[src/rtl/dual_fetch_queue_pkg.sv]
// Shared types for the dual-issue fetch front end: queue entry layout,
// sequencer states and the fetch stride.
package dual_fetch_queue_pkg;

    localparam logic [31:0] FETCH_STRIDE = 32'd8;

    typedef struct packed {
        logic [31:0] pc;
        logic [31:0] instr1;
        logic [31:0] instr2;
        logic        v1;
        logic        v2;
    } fetch_entry_t;

    localparam int ENTRY_W = $bits(fetch_entry_t);

    typedef enum logic {
        BOOT = 1'b0,
        RUN  = 1'b1
    } fetchq_state_e;

    function automatic logic [31:0] align_fetch(input logic [31:0] addr);
        return {addr[31:3], 3'b000};
    endfunction

endpackage

[src/rtl/fetch_fifo.sv]
// Circular buffer of fetch entries with explicit count; head is read
// combinationally and forced to zero while the buffer is empty.
module fetch_fifo
    import dual_fetch_queue_pkg::*;
#(
    parameter int DEPTH = 4
) (
    input  logic                     clk,
    input  logic                     rst,
    input  logic                     clear,
    input  logic                     push,
    input  logic [ENTRY_W-1:0]       push_data,
    input  logic                     pop,
    output logic [$clog2(DEPTH):0]   count,
    output logic [ENTRY_W-1:0]       head
);

    localparam int PW = $clog2(DEPTH);
    localparam int CW = PW + 1;

    logic [ENTRY_W-1:0] mem [DEPTH];
    logic [PW-1:0]      rd_q, rd_d, wr_q, wr_d;
    logic [CW-1:0]      count_q, count_d;
    logic               do_push, do_pop;

    always_comb begin
        do_pop  = pop && (count_q != '0);
        // A full buffer only accepts a write when the head leaves in the same cycle.
        do_push = push && ((count_q != CW'(DEPTH)) || do_pop);
        rd_d    = rd_q;
        wr_d    = wr_q;
        count_d = count_q;
        if (clear) begin
            rd_d    = '0;
            wr_d    = '0;
            count_d = '0;
        end else begin
            if (do_pop)  rd_d = rd_q + 1'b1;
            if (do_push) wr_d = wr_q + 1'b1;
            if (do_push && !do_pop)      count_d = count_q + 1'b1;
            else if (do_pop && !do_push) count_d = count_q - 1'b1;
        end
    end

    always_ff @(posedge clk or posedge rst) begin
        if (rst) begin
            rd_q    <= '0;
            wr_q    <= '0;
            count_q <= '0;
        end else begin
            rd_q    <= rd_d;
            wr_q    <= wr_d;
            count_q <= count_d;
        end
    end

    always_ff @(posedge clk) begin
        if (do_push && !clear) mem[wr_q] <= push_data;
    end

    assign count = count_q;
    assign head  = (count_q != '0) ? mem[rd_q] : '0;

endmodule

[src/rtl/dual_fetch_queue.sv]
// Fetch sequencer: issues aligned pair fetches, queues returned pairs and
// flushes/redirects on a taken branch from either execute lane.
module dual_fetch_queue
    import dual_fetch_queue_pkg::*;
#(
    parameter int          DEPTH    = 4,
    parameter logic [31:0] RESET_PC = 32'h0000_0000
) (
    input  logic                   clk,
    input  logic                   rst,
    input  logic                   StallFetch1,
    input  logic                   StallFetch2,
    input  logic                   StallDecode1,
    input  logic                   StallDecode2,
    input  logic                   BranchIn1,
    input  logic                   BranchIn2,
    input  logic [31:0]            PCTargetE1,
    input  logic [31:0]            PCTargetE2,
    input  logic [31:0]            InstrF1,
    input  logic [31:0]            InstrF2,
    output logic [31:0]            PCF,
    output logic                   FetchReqF,
    output logic [31:0]            InstrD1,
    output logic [31:0]            InstrD2,
    output logic [31:0]            PCD1,
    output logic [31:0]            PCD2,
    output logic                   ValidD1,
    output logic                   ValidD2,
    output logic [$clog2(DEPTH):0] QueueCount
);

    localparam int CW = $clog2(DEPTH) + 1;

    fetchq_state_e state_q, state_d;
    logic [31:0]   pcf_q, pcf_d, req_pc_q, req_pc_d;
    logic          skip_q, skip_d, req_skip_q, req_skip_d, inflight_q, inflight_d;
    logic          fetch_en, redirect, issue, push, pop, has_head;
    logic [31:0]   target;
    logic [CW:0]   occupancy;
    logic [CW-1:0] count;
    fetch_entry_t  push_entry, head;

    always_ff @(posedge clk or posedge rst) begin
        if (rst) state_q <= BOOT;
        else     state_q <= state_d;
    end

    always_comb begin
        state_d = state_q;
        case (state_q)
            BOOT:    state_d = RUN;
            RUN:     state_d = RUN;
            default: state_d = BOOT;
        endcase
    end

    always_comb begin
        fetch_en = 1'b0;
        case (state_q)
            RUN:     fetch_en = 1'b1;
            default: fetch_en = 1'b0;
        endcase
    end

    // Lane 1 is the older instruction, so its redirect wins.
    assign redirect  = BranchIn1 | BranchIn2;
    assign target    = BranchIn1 ? PCTargetE1 : PCTargetE2;
    assign occupancy = {1'b0, count} + {{CW{1'b0}}, inflight_q};
    assign issue     = fetch_en && !(StallFetch1 | StallFetch2) && !redirect
                       && (occupancy < (CW + 1)'(DEPTH));
    assign push      = inflight_q && !redirect;
    assign has_head  = (count != '0);
    assign pop       = !redirect && has_head && !(StallDecode1 | StallDecode2);

    always_comb begin
        pcf_d      = pcf_q;
        skip_d     = skip_q;
        req_pc_d   = req_pc_q;
        req_skip_d = req_skip_q;
        inflight_d = issue;
        if (redirect) begin
            pcf_d  = align_fetch(target);
            skip_d = target[2];
        end else if (issue) begin
            req_pc_d   = pcf_q;
            req_skip_d = skip_q;
            skip_d     = 1'b0;
            pcf_d      = pcf_q + FETCH_STRIDE;
        end
    end

    always_ff @(posedge clk or posedge rst) begin
        if (rst) begin
            pcf_q      <= RESET_PC;
            skip_q     <= 1'b0;
            req_pc_q   <= '0;
            req_skip_q <= 1'b0;
            inflight_q <= 1'b0;
        end else begin
            pcf_q      <= pcf_d;
            skip_q     <= skip_d;
            req_pc_q   <= req_pc_d;
            req_skip_q <= req_skip_d;
            inflight_q <= inflight_d;
        end
    end

    always_comb begin
        push_entry.pc     = req_pc_q;
        push_entry.instr1 = InstrF1;
        push_entry.instr2 = InstrF2;
        push_entry.v1     = !req_skip_q;
        push_entry.v2     = 1'b1;
    end

    fetch_fifo #(
        .DEPTH(DEPTH)
    ) u_fifo (
        .clk      (clk),
        .rst      (rst),
        .clear    (redirect),
        .push     (push),
        .push_data(push_entry),
        .pop      (pop),
        .count    (count),
        .head     (head)
    );

    assign FetchReqF  = issue;
    assign PCF        = pcf_q;
    assign QueueCount = count;
    assign InstrD1    = head.instr1;
    assign InstrD2    = head.instr2;
    assign PCD1       = head.pc;
    assign PCD2       = has_head ? head.pc + 32'd4 : '0;
    assign ValidD1    = head.v1;
    assign ValidD2    = head.v2;

endmodule

[config.mk]
export PLATFORM = sky130hd
export DESIGN_NAME = dual_fetch_queue
export DESIGN_NICKNAME = d
export VERILOG_FILES = /design/src/rtl/dual_fetch_queue_pkg.sv /design/src/rtl/fetch_fifo.sv /design/src/rtl/dual_fetch_queue.sv
export SDC_FILE = /design/constraint.sdc
export NUM_CORES = 1
export LEC_CHECK = 0
export ABC_CLOCK_PERIOD_IN_PS = 5200
export CORE_MARGIN = 2
export CORE_UTILIZATION = 35
export CTS_BUF_LIST = sky130_fd_sc_hd__clkbuf_4
export DETAILED_ROUTE_END_ITERATION = 12
export HOLD_SLACK_MARGIN = 0.02
export PLACE_DENSITY_LB_ADDON = 0.25
export SYNTH_ARGS = -nofsm -noshare
export SYNTH_HDL_FRONTEND = slang
export SYNTH_SLANG_ARGS = --single-unit
[constraint.sdc]
create_clock -name clk -period 5.2 [get_ports clk]
set_input_delay 0.52 -clock clk [delete_from_list [all_inputs] [get_ports clk]]
set_output_delay 0.52 -clock clk [all_outputs]
set_load 0.005 [all_outputs]
==> out/qor.csv <==
metric,value,unit
outcome,completed,
Die X,235,µm
vias per cell,4.93,
worst slew pin tran,856,ps
worst hold start,PCTargetE1[18],
CP Class,flop to primary output,
post-route ant nets,0,
largest cells by area after synthesis,"edfxtp_1, mux4_2, dfrtp_1",
"flops & latches, synth",445,
P per Cell Area,317,nW/µm²
Compound-Gate Fraction of Synth Area,3.19,%
Layout Utilization,45.2,%
Post-synth top cells,"edfxtp_1, nand2_1, and2_1",
max-cap violations,0,
Congestion Overflow GR,0,
Yosys top cell by area,edfxtp_1,
core area,52700,µm²
average size of a mapped cell,16.2,µm²
total CTS buffers,116,
first-pass GRT wire length,70.0,mm
I/O Buffers,289,
CTS Root Buffer Type,clkbuf_4,
final hold vios,0,
CP Launch Point,u_fifo.rd_q[1],
H-tree depth,3,
"count leader, synth",edfxtp_1,
Pleak,0.00812,µW
RSZ-0062 raised after global routing,false,
fraction of registers with async set/reset,15.5,%
yosys warns,0,
"Min Clock Period, post-route",3970,ps
Critical Path AT,3450,ps
main combinational cell family by area after synthesis,multiplexers,
sequential element share of the synthesized area,69.8,%
drt pass-1 iters,5,
post-DR wirelength/cell,19.8,µm
mapped cell area,18600,µm²
setup violators final,0,
Worst VDD drop,0.000154,V
clk slew on worst S/H paths,60,ps
clock sinks,445,
slew margin rel.,43.0,%
"EDFF count, synth",376,
Post-Synth Adder-Cell Area,0.510,%
clock skew,48.9,ps
vias in the first global route,11800,
simple-gate share of the synthesized area,10.4,%
CTS tree,done,
Final Max Slew Viols,0,
Hold WC Path Type,primary input to flop,
post-synthesis xor/xnor area fraction,0.846,%
"Top FF cell, synth",edfxtp_1,
synth unique cells,65,
crit path capture type,primary output,
Die ar.,55100,µm²
Max Clk Rate,0.252,GHz
Setup crit start kind,flop,
CP Max Fanout,40,
synthesized instance count,1149,
Vert. Die Dim,235,µm
layout cell share with drive strength beyond 1,19.7,%
# IOs,302,
Final #Nets,1658,
min setup slack post-route,1230,ps
DR vias,11300,
setup repair bufs after CTS,0,
Setup TNS,0,ps
crit share post-route,76.3,%
FF-to-FF Start,u_fifo.count[0],
clk buf depth,3,
initial cell density of the core,35.4,%
number of antenna violations at the first check in global routing,2,
Area Growth Syn to Fin,27.6,%
Tot GR Track Use,16.6,%
"Req. time, crit path",4680,ps
clk_lat worst skew,840,ps
pre-CTS WS,1820,ps
Placer Congestion,0.780,
final hold slack,241,ps
largest net degree at the start of global routing,70,
"wirelength, routed",45.4,mm
post-synthesis mux area share,12.9,%
DP HPWL,28.5,mm
FF-to-FF setup slack,2400,ps
Iteration-0 DRC Markers,574,
DR DRC count,0,
FP Rows,84,
proportion of netlist area held by the largest area contributor,60.6,%
-- kinds of logic (layout without fill, tap and decap cells) --
family,after synthesis,in the layout
flip-flops,445,445
AND/OR/NAND/NOR,380,380
multiplexers,114,114
AO/OA/AOI/OAI,95,95
buffers and inverters,88,528
XOR/XNOR,18,18
adder cells (fa/ha/maj),7,7
other,2,13
-- what timing repair did --
action | 4_1_cts | 5_1_grt
hold endpoints to repair | 24 | 0
hold buffers | 1 | 0
resized for setup | 0 | 0
-- final cells by class --
class                   count  area, µm²
well taps                 688        861
clock buffers             164       1230
fillers                  4768      28900
diodes                      3       7.51
multi-input cells         624       5250
inverters                  18       67.6
repair buffers            310       3120
flip-flops and latches    445      13000
clock inverters            36        236
-- worst paths after layout --
check	cells past startpoint	endpoint
worst max-delay path	5	PCD2[12]
worst min-delay path	3	PCF[18]
worst max register to register	4	u_fifo.mem[0][16]
worst min register to register	2	req_skip_q
max in group asynchronous	4	u_fifo.rd_q[0]
min in group asynchronous	3	PCF[17]
-- report_power, final --
part | internal, µW | total [µW] | switching, µW
combinational | 222 | 395 | 173
sequential | 4010 | 4150 | 141
clock | 1590 | 2990 | 1390
total | 5830 | 7540 | 1710
-- sequential cells by signal, indices dropped and copies added, names as in the netlist --
signal and count:
u_fifo.wr_q 2, req_skip_q 1, req_pc_q 29, u_fifo.mem 376
u_fifo.count 3, inflight_q 1, u_fifo.rd_q 2, state_q 1
PCF 29, skip_q 1
-- per-layer routing --
layer / up-vias / global-route usage (%) / wire, µm
met5: - / 0 / 0
met4: 0 / 5.75 / 761
met3: 54 / 4.26 / 2810
met2: 373 / 25.9 / 21200
met1: 5651 / 22.6 / 20700
li1: 5210 / - / -
-- critical path, stage by stage, from the launching register on --
cell and delay [ps]:
dfrtp_4 800, buf_4 620, mux4_2 440, xor2_1 170, nor2_1 60, clkdlybuf4s50_1 500
-- layout by cell type, fill, tap and decap left out, types with 7 or more instances in the layout --
cell type,Yosys,routed
nor3_1,15,14
conb_1,2,10
xor2_1,9,9
nand2_1,138,138
nand3_1,19,19
o21ai_0,25,25
mux2i_1,8,8
a21oi_1,25,25
clkinv_1,0,23
mux4_2,93,93
xnor2_1,9,9
nor2_1,41,41
o22ai_1,13,13
dfrtp_1,69,67
nand4_1,13,13
nor2b_1,7,7
edfxtp_1,376,376
buf_4,11,15
inv_1,17,15
and3_1,11,7
clkbuf_4,0,164
clkdlybuf4s50_1,0,289
and2_1,115,115
-- metrics by stage --
step | std cells | power (µW) | cell area [µm²]
2_1_floorplan | 1157 | 4330 | 18700
3_3_place_gp | 2084 | 4610 | 22300
3_5_place_dp | 2084 | 4630 | 22300
4_1_cts | 2285 | 7680 | 23800
5_1_grt | 2286 | 7930 | 23800
6_report | 2288 | 7540 | 23800
Note: power is estimated with default switching activity, not from simulation.
